## src/rtl/simple_processor_pkg.sv

```systemverilog
// Shared types and bus widths for the simple processor and its memory-side blocks.
package simple_processor_pkg;

  localparam int unsigned ADDR_WIDTH = 32;
  localparam int unsigned DATA_WIDTH = 32;

  typedef enum logic [1:0] {
    IDLE   = 2'd0,
    BUSY_I = 2'd1,
    BUSY_D = 2'd2
  } arb_state_t;

endpackage

```

## src/rtl/mem_port_arbiter.sv

```systemverilog
// Round-robin arbiter that shares one single-port memory between the fetch and data ports,
// with an ack timeout that completes a stuck transaction with an error pulse.
module mem_port_arbiter #(
  parameter int unsigned ADDR_WIDTH  = simple_processor_pkg::ADDR_WIDTH,
  parameter int unsigned DATA_WIDTH  = simple_processor_pkg::DATA_WIDTH,
  parameter int unsigned ACK_TIMEOUT = 16
) (
  input  logic                  clk_i,
  input  logic                  arst_ni,
  input  logic                  imem_req_i,
  input  logic [ADDR_WIDTH-1:0] imem_addr_i,
  output logic [DATA_WIDTH-1:0] imem_rdata_o,
  output logic                  imem_ack_o,
  input  logic                  dmem_req_i,
  input  logic                  dmem_we_i,
  input  logic [ADDR_WIDTH-1:0] dmem_addr_i,
  input  logic [DATA_WIDTH-1:0] dmem_wdata_i,
  output logic [DATA_WIDTH-1:0] dmem_rdata_o,
  output logic                  dmem_ack_o,
  output logic                  mem_req_o,
  output logic                  mem_we_o,
  output logic [ADDR_WIDTH-1:0] mem_addr_o,
  output logic [DATA_WIDTH-1:0] mem_wdata_o,
  input  logic [DATA_WIDTH-1:0] mem_rdata_i,
  input  logic                  mem_ack_i,
  output logic                  err_o
);

  import simple_processor_pkg::*;

  localparam int unsigned CntW = (ACK_TIMEOUT > 1) ? $clog2(ACK_TIMEOUT) : 1;
  localparam logic [CntW-1:0] CntMax = CntW'(ACK_TIMEOUT - 1);

  arb_state_t state_q, state_d;
  logic                  last_d_q, last_d_d;  // 1: dmem was granted last
  logic [CntW-1:0]       cnt_q, cnt_d;
  logic                  we_q, we_d;
  logic [ADDR_WIDTH-1:0] addr_q, addr_d;
  logic [DATA_WIDTH-1:0] wdata_q, wdata_d;
  logic                  timeout;
  logic                  done;

  always_comb begin
    state_d  = state_q;
    last_d_d = last_d_q;
    cnt_d    = cnt_q;
    we_d     = we_q;
    addr_d   = addr_q;
    wdata_d  = wdata_q;
    timeout  = 1'b0;
    done     = 1'b0;
    unique case (state_q)
      IDLE: begin
        // dmem takes a tie unless it won the previous grant
        if (dmem_req_i && (!imem_req_i || !last_d_q)) begin
          state_d  = BUSY_D;
          last_d_d = 1'b1;
          cnt_d    = '0;
          we_d     = dmem_we_i;
          addr_d   = dmem_addr_i;
          wdata_d  = dmem_wdata_i;
        end else if (imem_req_i) begin
          state_d  = BUSY_I;
          last_d_d = 1'b0;
          cnt_d    = '0;
          we_d     = 1'b0;
          addr_d   = imem_addr_i;
          wdata_d  = '0;
        end
      end
      BUSY_I, BUSY_D: begin
        timeout = !mem_ack_i && (cnt_q == CntMax);
        done    = mem_ack_i || timeout;
        if (done) begin
          state_d = IDLE;
          cnt_d   = '0;
          we_d    = 1'b0;
          addr_d  = '0;
          wdata_d = '0;
        end else begin
          cnt_d = cnt_q + 1'b1;
        end
      end
      default: state_d = IDLE;
    endcase
  end

  always_ff @(posedge clk_i or negedge arst_ni) begin
    if (!arst_ni) begin
      state_q  <= IDLE;
      last_d_q <= 1'b0;
      cnt_q    <= '0;
      we_q     <= 1'b0;
      addr_q   <= '0;
      wdata_q  <= '0;
    end else begin
      state_q  <= state_d;
      last_d_q <= last_d_d;
      cnt_q    <= cnt_d;
      we_q     <= we_d;
      addr_q   <= addr_d;
      wdata_q  <= wdata_d;
    end
  end

  assign mem_req_o   = (state_q != IDLE);
  assign mem_we_o    = we_q;
  assign mem_addr_o  = addr_q;
  assign mem_wdata_o = wdata_q;
  assign err_o       = timeout;

  // A timed-out completion still acks the requester, but with no data
  always_comb begin
    imem_ack_o   = 1'b0;
    dmem_ack_o   = 1'b0;
    imem_rdata_o = '0;
    dmem_rdata_o = '0;
    unique case (state_q)
      BUSY_I: begin
        imem_ack_o   = done;
        imem_rdata_o = timeout ? '0 : mem_rdata_i;
      end
      BUSY_D: begin
        dmem_ack_o   = done;
        dmem_rdata_o = timeout ? '0 : mem_rdata_i;
      end
      default: ;
    endcase
  end

endmodule

```

## config.mk

```make
export PLATFORM = sky130hd
export DESIGN_NAME = mem_port_arbiter
export DESIGN_NICKNAME = d
export VERILOG_FILES = /design/src/rtl/simple_processor_pkg.sv /design/src/rtl/mem_port_arbiter.sv
export SDC_FILE = /design/constraint.sdc
export NUM_CORES = 1
export LEC_CHECK = 0
export ABC_AREA = 1
export CELL_PAD_IN_SITES_DETAIL_PLACEMENT = 1
export CELL_PAD_IN_SITES_GLOBAL_PLACEMENT = 2
export CORE_MARGIN = 2
export CORE_UTILIZATION = 19
export DETAILED_ROUTE_END_ITERATION = 12
export MAX_ROUTING_LAYER = met4
export PLACE_DENSITY = 0.95
export SYNTH_ARGS = -nofsm -noshare
export SYNTH_HDL_FRONTEND = slang
export SYNTH_SLANG_ARGS = --single-unit
```

## constraint.sdc

```tcl
create_clock -name clk_i -period 3.96 [get_ports clk_i]
set_input_delay 0.396 -clock clk_i [delete_from_list [all_inputs] [get_ports clk_i]]
set_output_delay 0.396 -clock clk_i [all_outputs]
set_load 0.05 [all_outputs]
```

==> impl_results.rst, run 1 <==
.. list-table::
   :header-rows: 1

   * - Metric
     - Value
   * - I/O Pins
     - 267
   * - Placed Instances
     - 1,133
   * - Buffers & Inverters on Critical Path
     - 3
   * - Area of the core
     - 21,200 um^2
   * - Result of the run
     - finished clean
   * - Combinational family with the most area after synthesis
     - simple AND/OR/NAND/NOR gates
   * - Cell repeated most along the worst path
     - inv_1
   * - Routed Wire Length
     - 16.1 mm
   * - Area growth from synthesis to final layout
     - 77.1%
   * - Worst Max-Slew Pin Slew
     - 1.07 ns
   * - FF+latch count, synth
     - 72
   * - Critical path data arrival time
     - 2.73 ns
   * - Via density
     - 4.16
   * - Pins Over Slew Limit
     - 0
   * - Fin nets
     - 1,007
   * - Final estimated routing congestion in global placement
     - 0.731
   * - Slowest cell on the critical path
     - clkdlybuf4s50_1
   * - Setup skew after layout
     - 0.00830 ns
   * - Worst-Skew Late Latency
     - 0.34 ns
   * - Portion of the post-synthesis area used by sequential elements
     - 0.437
   * - FF/Latch Area
     - 1800 um^2
   * - Most common cell after layout, fill and taps aside
     - clkdlybuf4s50_1
   * - Number of diodes
     - 0
   * - Mapped cell area
     - 4120 um^2
   * - Number of gates resized after CTS
     - 0
   * - Half-perimeter wire length of the detailed placement result
     - 11.8 mm
   * - Max Cap Violations
     - 0
   * - Worst path setup slack after routing
     - 0.837 ns
   * - Post-placement worst setup slack
     - 1.09 ns
   * - Fillcell total
     - 2,603
   * - Share of the clock period used by the worst path after layout
     - 0.789
   * - Total cell area at the placement stage
     - 7000 um^2
   * - Fraction of the core area covered by cells at the end of the flow
     - 0.345
   * - Startpoint of the worst-slack reg-to-reg timing path
     - state_q[0]
   * - Die ar.
     - 22,900 um^2
   * - Critical Path Start Type
     - register
   * - H-tree depth
     - 3
   * - Effective utilization at floorplan
     - 0.195
   * - Tightest Hold Check Type
     - in2async
   * - Count of TritonRoute iterations in the first routing pass
     - 4
   * - Adder-cell share of the synthesized area
     - 0.0121
   * - Largest vdd supply drop
     - 0.336 mV
   * - Area of combinational cells with multiple inputs
     - 1840 um^2
   * - Critical Path Max Stage Delay
     - 0.88 ns
   * - Post-CTS setup buffers
     - 0
   * - Crit. Startpoint
     - state_q[0]
   * - Initial antenna violation count
     - 0
   * - Number of clock sinks seen by CTS
     - 72
   * - Critical path data required time
     - 3.56 ns
   * - Max FO, Critical Path
     - 33
   * - Pin count of the biggest net entering global routing
     - 73
   * - CTS Root Buffer Type
     - clkbuf_16
   * - Smallest hold slack
     - 0.220 ns
   * - Cell family contributing the most delay on the critical path
     - buffers and inverters
   * - Number of buffers added on ports
     - 266
   * - Die W
     - 151 um
   * - XOR/XNOR Fraction of Synth Area
     - 0
   * - Max_slew headroom
     - 0.284
   * - Share of cells above drive strength 1
     - 0.0355
   * - Number of antenna-violating nets in the routed design
     - 0
   * - Yosys warns
     - 0
   * - Average wire per standard cell
     - 14.0 um
   * - Critical path, cell by cell
     - inv_1, ha_1, inv_1, nor3_1, clkdlybuf4s50_1
   * - Post-CTS Hold Buffers
     - 0
   * - Highest Clock Rate
     - 320 MHz
   * - Count of vias placed by the detailed router
     - 4,780
   * - Remaining DRCs
     - 0
   * - Area fraction in compound gates after synthesis
     - 0.0449
   * - Maximum buffer depth of the clock tree
     - 2
   * - Synthesized netlist net count
     - 763
   * - Finished Layout Cells
     - 1,149
   * - Setup violation total in the final timing report
     - 0
   * - Leakage power figure
     - 3.43 nW
   * - Setup repair after global routing missed its margin
     - false
   * - Clock transition time at the flip-flop clock pins of the worst setup and hold paths
     - 0.06 ns
   * - Simple-gate share of the synthesized area
     - 0.387
   * - Mean Syn Cell Area
     - 6.60 um^2
   * - Post-layout total power
     - 6.47 mW
   * - Most used cells in the layout excluding fill and tap cells
     - 265 x clkdlybuf4s50_1, 246 x nand2_1, 77 x inv_1
   * - Setup CP Type
     - reg2out
   * - Sum of negative setup slack
     - 0 ns
   * - Multiplexer area fraction after synthesis
     - 0
   * - CTS tree
     - done
   * - # rows
     - 53
   * - Min Tclk post-route
     - 3.12 ns
   * - Overall fraction of global-route tracks in use
     - 0.144
   * - First-iteration detailed-routing DRC count
     - 125
   * - Gate count of the mapped netlist
     - 625
   * - Power per standard cell area
     - 886 nW/um^2
   * - Count of final hold-check violations
     - 0
   * - Total CTS buffers
     - 9
   * - Die boundary height
     - 151 um
   * - Global-route wire length before repair
     - 24.7 mm
   * - Design Area, Final
     - 7300 um^2
   * - Remaining global-route overflow
     - 0
   * - Endpoint type of the worst setup path
     - primary output
   * - Number of global-route vias before repair
     - 4,801
   * - Post-synth cell types
     - 20
report_power, final:
group	internal (mW)	switching (mW)	total (mW)	leakage, nW
Sequential	1.06	0.166	1.22	0.944
Clock	0.504	0.330	0.835	0.145
Combinational	1.32	3.09	4.41	2.34
area by class of cell:
cell class,instances,area share
Timing Repair Buffer,272,0.372
Multi-Input combinational cell,435,0.253
Clock buffer,11,0.0332
Sequential cell,72,0.247
Clock inverter,5,0.00771
Tap cell,275,0.0471
Inverter,79,0.0406
layer usage:
layer | part of all wire | up-vias | global-route usage
li1 | - | 2374 | -
met1 | 0.39 | 2218 | 0.152
met2 | 0.48 | 180 | 0.255
met3 | 0.11 | 8 | 0.0548
met4 | 0.0080 | 0 | 0.0336
met5 | 0 | - | -
registers in the layout, indices dropped and copies added, names as in the netlist:
register,flops
state_q,2
mem_addr_o,32
cnt_q,4
mem_wdata_o,32
last_d_q,1
mem_we_o,1
cell families (layout without fill, tap and decap cells):
kind of cell / after synthesis / after routing
fa+ha+maj: 4 / 4
simple gates: 394 / 394
buf+inv: 118 / 367
flops: 72 / 72
compound gates: 37 / 37
cell usage after synthesis:
cell | n | share of area
buf_1 | 3 | 0.0027
buf_2 | 25 | 0.030
buf_4 | 1 | 0.0018
buf_6 | 2 | 0.0055
clkbuf_1 | 8 | 0.0073
dfrtp_1 | 72 | 0.44
ha_1 | 4 | 0.012
inv_1 | 77 | 0.070
inv_2 | 2 | 0.0018
nand2_1 | 247 | 0.22
nand2_2 | 2 | 0.0030
nand3_1 | 6 | 0.0073
nand3_2 | 1 | 0.0024
nand4_1 | 1 | 0.0015
nor2_1 | 68 | 0.062
nor2_2 | 1 | 0.0015
nor2_4 | 1 | 0.0027
nor3_1 | 67 | 0.081
o21ai_0 | 24 | 0.029
o21ai_1 | 13 | 0.016
worst paths after layout:
| kind | slack (ns) | cells after the start | to |
|---|---|---|---|
| setup / recovery | 0.84 | 5 | dmem_ack_o |
| hold / removal | 0.22 | 1 | mem_addr_o[6] |
| setup reg to reg | 1.62 | 8 | mem_wdata_o[28] |
| hold reg to reg | 0.48 | 2 | mem_addr_o[0] |
| max in group asynchronous | 3.10 | 1 | cnt_q[2] |
| min in group clk_i | 0.48 | 2 | mem_addr_o[0] |
Power figures use the tool's default switching activity.
==> run 2, diff against run 1 <==
--- a/config.mk
+++ b/config.mk
@@ -9,10 +9,10 @@
 export CELL_PAD_IN_SITES_DETAIL_PLACEMENT = 1
 export CELL_PAD_IN_SITES_GLOBAL_PLACEMENT = 2
 export CORE_MARGIN = 2
-export CORE_UTILIZATION = 19
+export CORE_UTILIZATION = 16
 export DETAILED_ROUTE_END_ITERATION = 12
 export MAX_ROUTING_LAYER = met4
-export PLACE_DENSITY = 0.95
+export PLACE_DENSITY = 0.87
 export SYNTH_ARGS = -nofsm -noshare
 export SYNTH_HDL_FRONTEND = slang
 export SYNTH_SLANG_ARGS = --single-unit
==> constraint.sdc (replaced) <==
create_clock -name clk_i -period 2.8 [get_ports clk_i]
set_input_delay 0.28 -clock clk_i [delete_from_list [all_inputs] [get_ports clk_i]]
set_output_delay 0.28 -clock clk_i [all_outputs]
set_load 0.05 [all_outputs]
==> run 2 against run 1 <==
Cell area up 7.1%. Clock power up 52%. Critical endpoint is now imem_ack_o. Non-clock buffer count up 2. Via count down 0.75%. Combinational power up 52%. Worst hold slack worse by 0.12 ns. Global-route usage down 1.9 points. Worst setup slack worse by 0.54 ns. Utilization down 3.5 points.
==> impl_results.rst, run 2 (same netlist as run 1, synthesis figures left out) <==
.. list-table::
   :header-rows: 1

   * - Metric
     - Value
   * - Pin count of the biggest net entering global routing
     - 73 (unchanged)
   * - Routed Wire Length
     - 16.6 mm (+3.1%)
   * - Worst-Skew Late Latency
     - 0.33 ns (about the same)
   * - Share of power burned in registers
     - 0.178 (-0.011)
   * - Leakage power figure
     - 3.71 nW (+8.3%)
   * - Max_slew headroom
     - 0.281 (-0.00348)
   * - Setup repair after global routing missed its margin
     - false
   * - Area of the core
     - 25,300 um^2 (+19%)
   * - Area growth from synthesis to final layout
     - 89.7%
   * - CTS Root Buffer Type
     - clkbuf_16
   * - Die W
     - 165 um (+8.7%)
   * - Clock power share
     - 0.131 (+0.002)
   * - Buffers & Inverters on Critical Path
     - 2 (-1)
   * - Critical path data required time
     - 2.52 ns (-1.04 ns)
   * - Fraction of power spent switching nets
     - 0.536 (-0.0193)
   * - Number of diodes
     - 0 (unchanged)
   * - Total CTS buffers
     - 9 (unchanged)
   * - Switch Pwr
     - 5.21 mW (+45%)
   * - Min Tclk post-route
     - 2.50 ns
   * - Result of the run
     - finished clean
   * - Critical path data arrival time
     - 2.22 ns (-0.51 ns)
   * - Tightest Hold Check Type
     - in2async
   * - Max Cap Violations
     - 0 (unchanged)
   * - Number of global-route vias before repair
     - 5,011 (+4.4%)
   * - Post-CTS setup buffers
     - 0 (unchanged)
   * - Global-route wire length before repair
     - 25.8 mm (+4.3%)
   * - Largest vdd supply drop
     - 0.428 mV (+27%)
   * - Cell family contributing the most delay on the critical path
     - buffers and inverters
   * - Post-placement worst setup slack
     - 0.595 ns (-0.499 ns)
   * - Setup violation total in the final timing report
     - 0 (unchanged)
   * - Sum of negative setup slack
     - 0 ns (unchanged)
   * - First-iteration detailed-routing DRC count
     - 153 (+22%)
   * - Fillcell total
     - 3,045 (+17%)
   * - Power per standard cell area
     - 1240 nW/um^2 (+40%)
   * - Highest Clock Rate
     - 400 MHz
   * - Crit. path cell count
     - 6 (+1)
   * - Die ar.
     - 27,100 um^2 (+18%)
   * - Number of clock sinks seen by CTS
     - 72 (unchanged)
   * - Overall fraction of global-route tracks in use
     - 0.125 (-0.0191)
   * - CTS tree
     - done
   * - I/O Pins
     - 267 (unchanged)
   * - Clock transition time at the flip-flop clock pins of the worst setup and hold paths
     - 0.06 ns (about the same)
   * - FF/Latch Area
     - 1800 um^2 (unchanged)
   * - Via density
     - 3.93 (-5.4%)
   * - Number of antenna-violating nets in the routed design
     - 0 (unchanged)
   * - Number of buffers added on ports
     - 266 (unchanged)
   * - Remaining DRCs
     - 0 (unchanged)
   * - Count of TritonRoute iterations in the first routing pass
     - 4 (unchanged)
   * - Final estimated routing congestion in global placement
     - 0.724 (-1.0%)
   * - Critical path, cell by cell
     - ha_1, nand3_1, nand2_1, inv_1, nor3_1, clkdlybuf4s50_1
   * - Worst path setup slack after routing
     - 0.301 ns (-0.536 ns)
   * - Count of final hold-check violations
     - 0 (unchanged)
   * - Effective utilization at floorplan
     - 0.163 (-0.0317)
   * - Slowest cell on the critical path
     - clkdlybuf4s50_1
   * - Number of gates resized after CTS
     - 0 (unchanged)
   * - Fin nets
     - 1,009 (+0.20%)
   * - Most common cell after layout, fill and taps aside
     - nand2_1
   * - H-tree depth
     - 3 (unchanged)
   * - Critical Path Start Type
     - register
   * - Crit. Startpoint
     - cnt_q[0]
   * - Internal Pwr Total
     - 4.51 mW (+57%)
   * - Setup skew after layout
     - 0.00904 ns (+0.000740 ns)
   * - Share of the clock period used by the worst path after layout
     - 0.892
   * - Most used cells in the layout excluding fill and tap cells
     - 246 x nand2_1, 199 x clkdlybuf4s50_1, 77 x inv_1
   * - Pins Over Slew Limit
     - 0 (unchanged)
   * - Worst reg-to-reg setup slack
     - 0.77 ns (-0.85 ns)
   * - Setup CP Type
     - reg2out
   * - Worst Max-Slew Pin Slew
     - 1.08 ns (+0.00522 ns)
   * - Half-perimeter wire length of the detailed placement result
     - 12.4 mm (+4.9%)
   * - Startpoint of the worst-slack reg-to-reg timing path
     - state_q[0]
   * - Endpoint type of the worst setup path
     - primary output
   * - Initial antenna violation count
     - 0 (unchanged)
   * - Maximum buffer depth of the clock tree
     - 2 (unchanged)
   * - Share of cells above drive strength 1
     - 0.112 (+0.0764)
   * - Max FO, Critical Path
     - 4 (-88%)
   * - Area of combinational cells with multiple inputs
     - 1840 um^2 (unchanged)
   * - Capture point of the worst path
     - imem_ack_o
   * - Share of total power in combinational logic
     - 0.691 (+0.009)
   * - Die boundary height
     - 165 um (+8.7%)
   * - Terminus of the critical flop-to-flop path
     - mem_wdata_o[9]
   * - # rows
     - 58 (+9.4%)
   * - Number of cell instances on the worst register-to-register path
     - 7 (-1)
   * - Average wire per standard cell
     - 13.8 um (-1.8%)
   * - Remaining global-route overflow
     - 0 (unchanged)
   * - Post-CTS Hold Buffers
     - 0 (unchanged)
   * - Critical Path Max Stage Delay
     - 0.84 ns (-0.04 ns)
   * - Count of vias placed by the detailed router
     - 4,744 (-0.75%)
==> run 2: final cells by class <==
type	count	area share
Timing Repair Buffer	274	0.402
Multi-Input combinational cell	435	0.236
Sequential cell	72	0.230
Tap cell	330	0.0528
Inverter	79	0.0379
Clock buffer	12	0.0315
Clock inverter	4	0.00992
==> run 2: worst min-delay path by stage <==
stage	slack, ns	endpoint	cells past startpoint	start
2_1_floorplan	-0.02	cnt_q[0]	0	arst_ni
3_3_place_gp	0.46	mem_addr_o[30]	2	mem_addr_o[30]
3_5_place_dp	0.46	mem_addr_o[11]	2	mem_addr_o[11]
4_1_cts	0.13	mem_addr_o[7]	1	arst_ni
5_1_grt	0.17	mem_addr_o[7]	1	arst_ni
6_report	0.1	mem_addr_o[7]	1	arst_ni
==> run 2: stage by stage <==
| stage | area [um^2] | utilization | total power, mW | hold slack (ns) | instances |
|---|---|---|---|---|---|
| detailed placement | 7500 | 0.297 | 8.60 | 0.464 | 1190 |
| floorplan | 4120 | - | 6.01 | -0.0156 | 625 |
| CTS | 7820 | 0.310 | 9.96 | 0.131 | 1206 |
| global route | 7820 | 0.310 | 10.5 | 0.167 | 1206 |
| finish | 7820 | 0.310 | 9.72 | 0.0967 | 1206 |
| global placement | 7500 | 0.297 | 8.49 | 0.461 | 1190 |
==> run 2: power by group through the flow <==
| stage | sequential (mW) | combinational (mW) | clock (mW) |
|---|---|---|---|
| floorplan | 3.08 | 2.93 | 0 |
| global placement | 1.72 | 6.78 | 0 |
| detailed placement | 1.74 | 6.86 | 0 |
| CTS | 1.73 | 6.88 | 1.34 |
| global route | 1.78 | 7.29 | 1.39 |
| finish | 1.73 | 6.72 | 1.27 |
==> run 2: layer usage <==
metal / vias up / GRT usage / routed length [um]
met4: 0 / 0.0320 / 148
li1: 2387 / - / -
met3: 7 / 0.0407 / 1500
met1: 2192 / 0.133 / 6520
met5: - / - / 0
met2: 158 / 0.224 / 8440
